--- config.mk ---
export PLATFORM = sky130hd
export DESIGN_NAME = mem_port_arbiter
export DESIGN_NICKNAME = d
export VERILOG_FILES = /design/src/rtl/mem_arb_pkg.sv /design/src/rtl/mem_port_arbiter.sv
export SDC_FILE = /design/constraint.sdc
export NUM_CORES = 1
export LEC_CHECK = 0
export BUFFER_PORTS_ARGS = -buffer_cell sky130_fd_sc_hd__buf_2
export CELL_PAD_IN_SITES_DETAIL_PLACEMENT = 0
export CELL_PAD_IN_SITES_GLOBAL_PLACEMENT = 1
export CORE_MARGIN = 1.5
export CORE_UTILIZATION = 30
export CTS_CLUSTER_DIAMETER = 50
export DETAILED_ROUTE_END_ITERATION = 8
export GPL_ROUTABILITY_DRIVEN = 0
export PLACE_DENSITY_LB_ADDON = 0.3
export SLEW_MARGIN = 20
export SYNTH_ARGS = -nofsm -noshare
export SYNTH_HDL_FRONTEND = slang
export SYNTH_SLANG_ARGS = --single-unit
--- constraint.sdc ---
create_clock -name clk -period 4.71 [get_ports clk]
set_clock_uncertainty 0.2 [all_clocks]
set_input_delay 0.471 -clock clk [delete_from_list [all_inputs] [get_ports clk]]
set_output_delay 0.471 -clock clk [all_outputs]
set_load 0.02 [all_outputs]
--- src/rtl/mem_arb_pkg.sv ---
// Shared types and widths for the instruction/data memory port arbiter.
// Imported by the arbiter and by anything that needs its encodings.
package mem_arb_pkg;

  localparam int ADDR_W = 32;
  localparam int DATA_W = 32;
  localparam int WEN_W  = 4;

  typedef enum logic [1:0] {
    ST_IDLE = 2'd0,
    ST_REQ  = 2'd1,
    ST_WAIT = 2'd2,
    ST_DONE = 2'd3
  } arb_state_t;

  typedef enum logic {
    OWN_INST = 1'b0,
    OWN_DATA = 1'b1
  } owner_t;

endpackage

--- src/rtl/mem_port_arbiter.sv ---
// Arbitrates fetch and load/store requests onto one memory port.
// One transaction in flight; completion is a registered ok pulse.
module mem_port_arbiter
  import mem_arb_pkg::*;
#(
  parameter int DATA_FIRST = 1
) (
  input  logic              clk,
  input  logic              rst,
  input  logic              inst_req,
  input  logic [ADDR_W-1:0] inst_addr,
  output logic              inst_ok,
  output logic [DATA_W-1:0] inst_rdata,
  input  logic              data_req,
  input  logic              data_wr,
  input  logic [WEN_W-1:0]  data_wen,
  input  logic [ADDR_W-1:0] data_addr,
  input  logic [DATA_W-1:0] data_wdata,
  output logic              data_ok,
  output logic [DATA_W-1:0] data_rdata,
  output logic              mem_req,
  output logic              mem_wr,
  output logic [WEN_W-1:0]  mem_wen,
  output logic [ADDR_W-1:0] mem_addr,
  output logic [DATA_W-1:0] mem_wdata,
  input  logic              mem_addr_ok,
  input  logic              mem_data_ok,
  input  logic [DATA_W-1:0] mem_rdata,
  output logic              stall
);

  arb_state_t state;
  owner_t     owner;
  owner_t     last_grant;
  logic       grant_data;
  logic       finish;

  always_comb begin
    grant_data = 1'b0;
    unique case (1'b1)
      (data_req && inst_req):
        grant_data = (DATA_FIRST != 0) ? 1'b1
                   : (last_grant == OWN_INST);
      (data_req && !inst_req):
        grant_data = 1'b1;
      default:
        grant_data = 1'b0;
    endcase
  end

  // data_ok alongside addr_ok only counts while still in REQ
  assign finish = ((state == ST_REQ) && mem_addr_ok && mem_data_ok)
               || ((state == ST_WAIT) && mem_data_ok);

  assign stall = (inst_req & ~inst_ok) | (data_req & ~data_ok);

  always_ff @(posedge clk) begin
    if (rst) begin
      state      <= ST_IDLE;
      owner      <= OWN_INST;
      last_grant <= OWN_DATA;
      mem_req    <= 1'b0;
      mem_wr     <= 1'b0;
      mem_wen    <= '0;
      mem_addr   <= '0;
      mem_wdata  <= '0;
      inst_ok    <= 1'b0;
      data_ok    <= 1'b0;
      inst_rdata <= '0;
      data_rdata <= '0;
    end else begin
      inst_ok <= 1'b0;
      data_ok <= 1'b0;
      unique case (state)
        ST_IDLE: begin
          if (inst_req || data_req) begin
            owner      <= grant_data ? OWN_DATA : OWN_INST;
            last_grant <= grant_data ? OWN_DATA : OWN_INST;
            mem_addr   <= grant_data ? data_addr : inst_addr;
            mem_wr     <= grant_data & data_wr;
            mem_wen    <= (grant_data && data_wr) ? data_wen : '0;
            mem_wdata  <= grant_data ? data_wdata : '0;
            mem_req    <= 1'b1;
            state      <= ST_REQ;
          end
        end
        ST_REQ: begin
          if (mem_addr_ok) begin
            mem_req <= 1'b0;
            state   <= mem_data_ok ? ST_DONE : ST_WAIT;
          end
        end
        ST_WAIT: begin
          if (mem_data_ok) begin
            state <= ST_DONE;
          end
        end
        ST_DONE: begin
          state <= ST_IDLE;
        end
      endcase
      if (finish) begin
        if (owner == OWN_INST) begin
          inst_rdata <= mem_rdata;
          inst_ok    <= 1'b1;
        end else begin
          if (!mem_wr) begin
            data_rdata <= mem_rdata;
          end
          data_ok <= 1'b1;
        end
      end
    end
  end

endmodule
# ---- Yosys cells after proc, flatten, opt, wreduce, memory -nomap -nowiden
# Cells that the tools add are included.
dict set report op_classes {
  n_eq_ne 6
  n_mux 15
  n_bitwise 9
  n_reduce_logical 18
}
# op n
set op_table {}
lappend op_table {{two-way mux 32 bit} 2}
lappend op_table {{AND reduction 3 bit} 3}
lappend op_table {{case mux 2 bit (4 select lines)} 1}
lappend op_table {{two-way mux 1 bit} 7}
lappend op_table {{logical AND 1 bit} 6}
lappend op_table {{two-way mux 2 bit} 3}
lappend op_table {{!= test 2 bit (second input constant)} 3}
lappend op_table {{NOT 1 bit} 5}
lappend op_table {{== test 2 bit (second input constant)} 2}
lappend op_table {{two-way mux 4 bit} 1}
lappend op_table {{AND reduction 2 bit} 2}
lappend op_table {{OR reduction 2 bit} 2}
lappend op_table {{bitwise AND 1 bit} 3}
lappend op_table {{== test 2 x 1 -> 1 bit (second input constant)} 1}
lappend op_table {{logical NOT 2 bit} 1}
lappend op_table {{logical OR 1 bit} 2}
lappend op_table {{case mux 1 bit (2 select lines)} 1}
lappend op_table {{nonzero test 2 bit} 1}
lappend op_table {{logical NOT 1 bit} 1}
lappend op_table {{OR 1 bit} 1}
dict set report totals {
  ff_bits 139
  inputBits 139
}

# ---- Logic depth before layout (Yosys ltp)
dict set report logic_depth {
  depth_word 6
  ltp_mapped 7
  mapped_depth_nobuf 5
}

# ---- Worst setup path after synthesis
# OpenSTA, ideal clock, no wires.
dict set report synth_timing {
  kind {in2out}
  from {input port data_req}
  to {output port stall}
  arrival_ps 1503
  required_time_ps 4039
  setup_slack_ps 2536
  cell_stages 5
  n_path_buf 3
  cell_sequence {buf_2 -> buf_4 -> buf_1 -> inv_1 -> o22ai_1}
}
dict set report synth_between {
  elab_chain_len 2
}
# element line
set synth_rtl {}
lappend synth_rtl {{start: declaration} mem_port_arbiter.sv:14} ;# input logic data_req,
lappend synth_rtl {{bitwise AND 1 bit} mem_port_arbiter.sv:55} ;# assign stall = (inst_req & ~inst_ok) | (data_req & ~data_ok);
lappend synth_rtl {{OR 1 bit} mem_port_arbiter.sv:55}
lappend synth_rtl {{end: declaration} mem_port_arbiter.sv:29} ;# output logic stall
# No other way between the ends.

# ---- Worst setup path after layout
# Same ends and word-level chain as after synthesis.

==> run_results.csv <==
group,metric,value,unit
outcome,status,"finished with violations",
outcome,violations,"DRC",
min_path,holdPathStages,3,
worst_setup_path,path_class,"primary input to primary output",
min_path,min_path_type,"primary input to flip-flop",
routing,vias,5385,
clocking,cts_max_level,4,
synth,ys_warn_count,0,
clocking,cts_tree,"yes",
worst_setup_path,rr_startpoint,"state[0]$_SDFFE_PP0P_",
worst_setup_path,cp_cell_sequence,"buf_2, buf_4, inv_1, o22ai_1, buf_2",
power,peakVddDrop,277,µV
synth,syn_area,5590,µm²
global_routing,grt_max_degree,98,
power,total_power,4.52,mW
timing,fin_tns_setup,0,ns
routing,ant_nets,0,
floorplan,dieWidth,139,µm
timing,slew_headroom,38.6,%
timing,drv_slew,0,
placed_design,io_buffers,275,
power,p_per_area,586,nW/µm²
synth,synth_cell_type_count,35,
worst_setup_path,path_buf_inv,4,
synth,synthCells,636,
worst_setup_path,crit_path_frequent_cell,"buf_2",
clocking,clockBufferDepth,2,
global_routing,grt_pass1_vias,5007,
worst_setup_path,cp.arrival,1.70,ns
clocking,post_cts_resized,0,
routing,drt_iter0_drc,268,
clocking,postCtsSetupBuffers,0,
clocking,clock-sinks,139,
layout,drive_above_1_share,36.3,%
timing,setup_ws,2.34,ns
timing,min_period_over_period,50.3,%
layout,fin_cells,1118,
layout,nFillCells,1856,
worst_setup_path,slowest_delay,0.72,ns
floorplan,die_height,139,µm
routing,drt_pre_antenna_iters,7,
worst_setup_path,worstReg2RegEnd,"mem_addr[0]$_SDFFE_PP0P_",
min_path,hp-start,"data_wen[3]",
worst_setup_path,cp_max_fo,71,
worst_setup_path,cp-end-kind,"primary output",
clocking,clock-root-buffer,"clkbuf_16",
routing,vias_per_cell,4.82,
worst_setup_path,cp_slowest_cell,"buf_4",
worst_setup_path,critical_path.top_delay_family,"buffers and inverters",
synth,avgSynthCellArea,8.78,µm²
floorplan,ioPinCount,276,
routing,routed_wirelength,17100,µm
layout,syn_to_final_growth,37.9,%
global_routing,antenna_found_initial,3,
layout,nNetsFinal,1018,
power,p_leak,3.48,nW
placed_design,dp_hpwl,11200,µm
placed_design,placed_area,7040,µm²
timing,tightest_slew,0.921,ns
timing,rsz0062_at_grt,"false",
synth,syn_nets,779,
clocking,worstSkewPairLatency,0.41,ns
synth,ys_seq_area_share,49.8,%
layout,multi_input_area,2520,µm²
timing,fin_crit,2.37,ns
global_routing,overflow,0,
layout,postLayoutCellArea,7700,µm²
routing,drcViolationCount,19,
global_routing,grt_util_all_layers,17.1,%
clocking,cts_buffers,17,
worst_setup_path,worstPathRequired,4.04,ns
floorplan,start_util,30.9,%
clocking,path_clk_slew,0.06,ns
worst_setup_path,cp.depth,5,
clocking,postCtsHoldBufs,0,
timing,hold_violations,0,
synth,synth-seq-cells,139,
min_path,holdPathEnd,"mem_wen[3]$_SDFFE_PP0P_",
worst_setup_path,r2r_slack,2.44,ns
floorplan,die_area,19400,µm²
floorplan,coreArea,18100,µm²
worst_setup_path,crit_path_start_kind,"primary input",
timing,setup_viol_count_final,0,
global_routing,grt_pass1_wl,26800,µm
floorplan,placementRows,49,
routing,wl_per_cell,15.3,µm
placed_design,dp.cells,1085,
flow_run,maxCapViolCount,0,
timing,fmax,0.422,GHz
placed_design,pre_cts_ws,2.08,ns
worst_setup_path,ff2ff_path_depth,6,
layout,register_area,2780,µm²
## cell usage after synthesis
library cell    n  area share [%]
dfxtp_1       139              50
a21oi_1       100             9.0
nand3_1        66             5.9
o21ai_0        65             5.8
clkbuf_1       39             2.6
nor2_1         39             2.6
nand2_1        35             2.4
a211oi_1       32             4.3
mux2i_1        32             5.7
or3b_1         28             4.4
buf_2          14             1.3
buf_1           6            0.40
a22oi_1         5            0.67
or3b_2          5            0.78
ha_1            4            0.90
inv_1           4            0.27
buf_6           3            0.60
and3_1          2            0.22
nand2b_1        2            0.22
a21o_1          1            0.13
a21oi_2         1            0.16
a311oi_1        1            0.16
a31o_2          1            0.16
a31oi_1         1            0.11
and3b_1         1            0.16
buf_4           1            0.13
clkbuf_2        1           0.090
nand3b_1        1            0.13
nand4_1         1            0.11
nor3_1          1           0.090
o21a_1          1            0.13
o21ai_2         1            0.16
o22ai_1         1            0.11
o311ai_0        1            0.16
or2b_1          1            0.13
## cell type report
type | instances | share of cell area, %
tap | 229 | 3.72
multi-input combinational | 429 | 32.8
inverter | 4 | 0.195
antenna | 1 | 0.0325
clock inverter | 10 | 2.47
sequential | 139 | 36.1
timing repair buffer | 284 | 18.8
clock buffer | 22 | 5.90
## sequential cells by signal (all words and copies together) (netlist names)
name        flops
inst_rdata     32
mem_req         1
owner           1
state           2
data_ok         1
mem_wen         4
data_rdata     32
inst_ok         1
mem_wdata      32
mem_addr       32
mem_wr          1
## worst max path at each step
stage,startpoint,to,slack (ns)
final,data_req,stall,2.34
after floorplan,data_req,stall,2.54
after global routing,state[0]$_SDFFE_PP0P_,mem_addr[2]$_SDFFE_PP0P_,2.19
after global placement,state[0]$_SDFFE_PP0P_,mem_addr[30]$_SDFFE_PP0P_,2.18
after detailed placement,state[0]$_SDFFE_PP0P_,mem_addr[25]$_SDFFE_PP0P_,2.08
after CTS,state[0]$_SDFFE_PP0P_,mem_addr[0]$_SDFFE_PP0P_,2.07
## report_power, final
group / switching [mW] / total [mW] / leakage (nW) / internal [mW]
Clock: 0.510 / 1.47 / 0.312 / 0.957
Combinational: 1.06 / 1.53 / 2.03 / 0.467
Sequential: 0.112 / 1.52 / 1.14 / 1.41
## through the flow
step / hold WS, ns / util [%]
floorplan: 0.251 / -
global route: 0.105 / 42.6
CTS: 0.0913 / 42.5
detailed placement: 0.240 / 38.9
finish: 0.112 / 42.6
global placement: 0.238 / 38.9
## layer usage
metal  GRT usage, %  wire length (µm)
met5              0                21
met4           3.86               184
met3           5.85              1220
met2           26.6              7800
met1           22.9              7840
## cells by family (layout without fill, tap and decap cells)
kind of cell,Yosys count,count (layout),synth area share [%]
fa+ha+maj,4,4,0.896
other cells,0,1,0
flops,139,139,49.8
mux,32,32,5.73
buf+inv,68,320,5.38
compound gates,211,211,21.0
simple gates,182,182,17.1
## worst reg2reg max path, cell delays in order (launching register included)
cell,delay (ns)
dfxtp_1,0.34
inv_1,0.14
ha_1,0.17
buf_4,0.38
o21a_4,0.62
nor2_1,0.10
a211oi_1,0.23
## cells in the final DEF (no fill, tap or decap), drive strengths merged, types with 22 or more instances in the layout
cell type,netlist,final
buf,24,284
dfxtp,139,139
a21oi,101,101
nand3,66,66
o21ai,66,66
nor2,39,39
nand2,35,35
or3b,33,33
mux2i,32,32
a211oi,32,32
clkbuf,40,22
No activity file was read; power rests on OpenSTA's default activity.
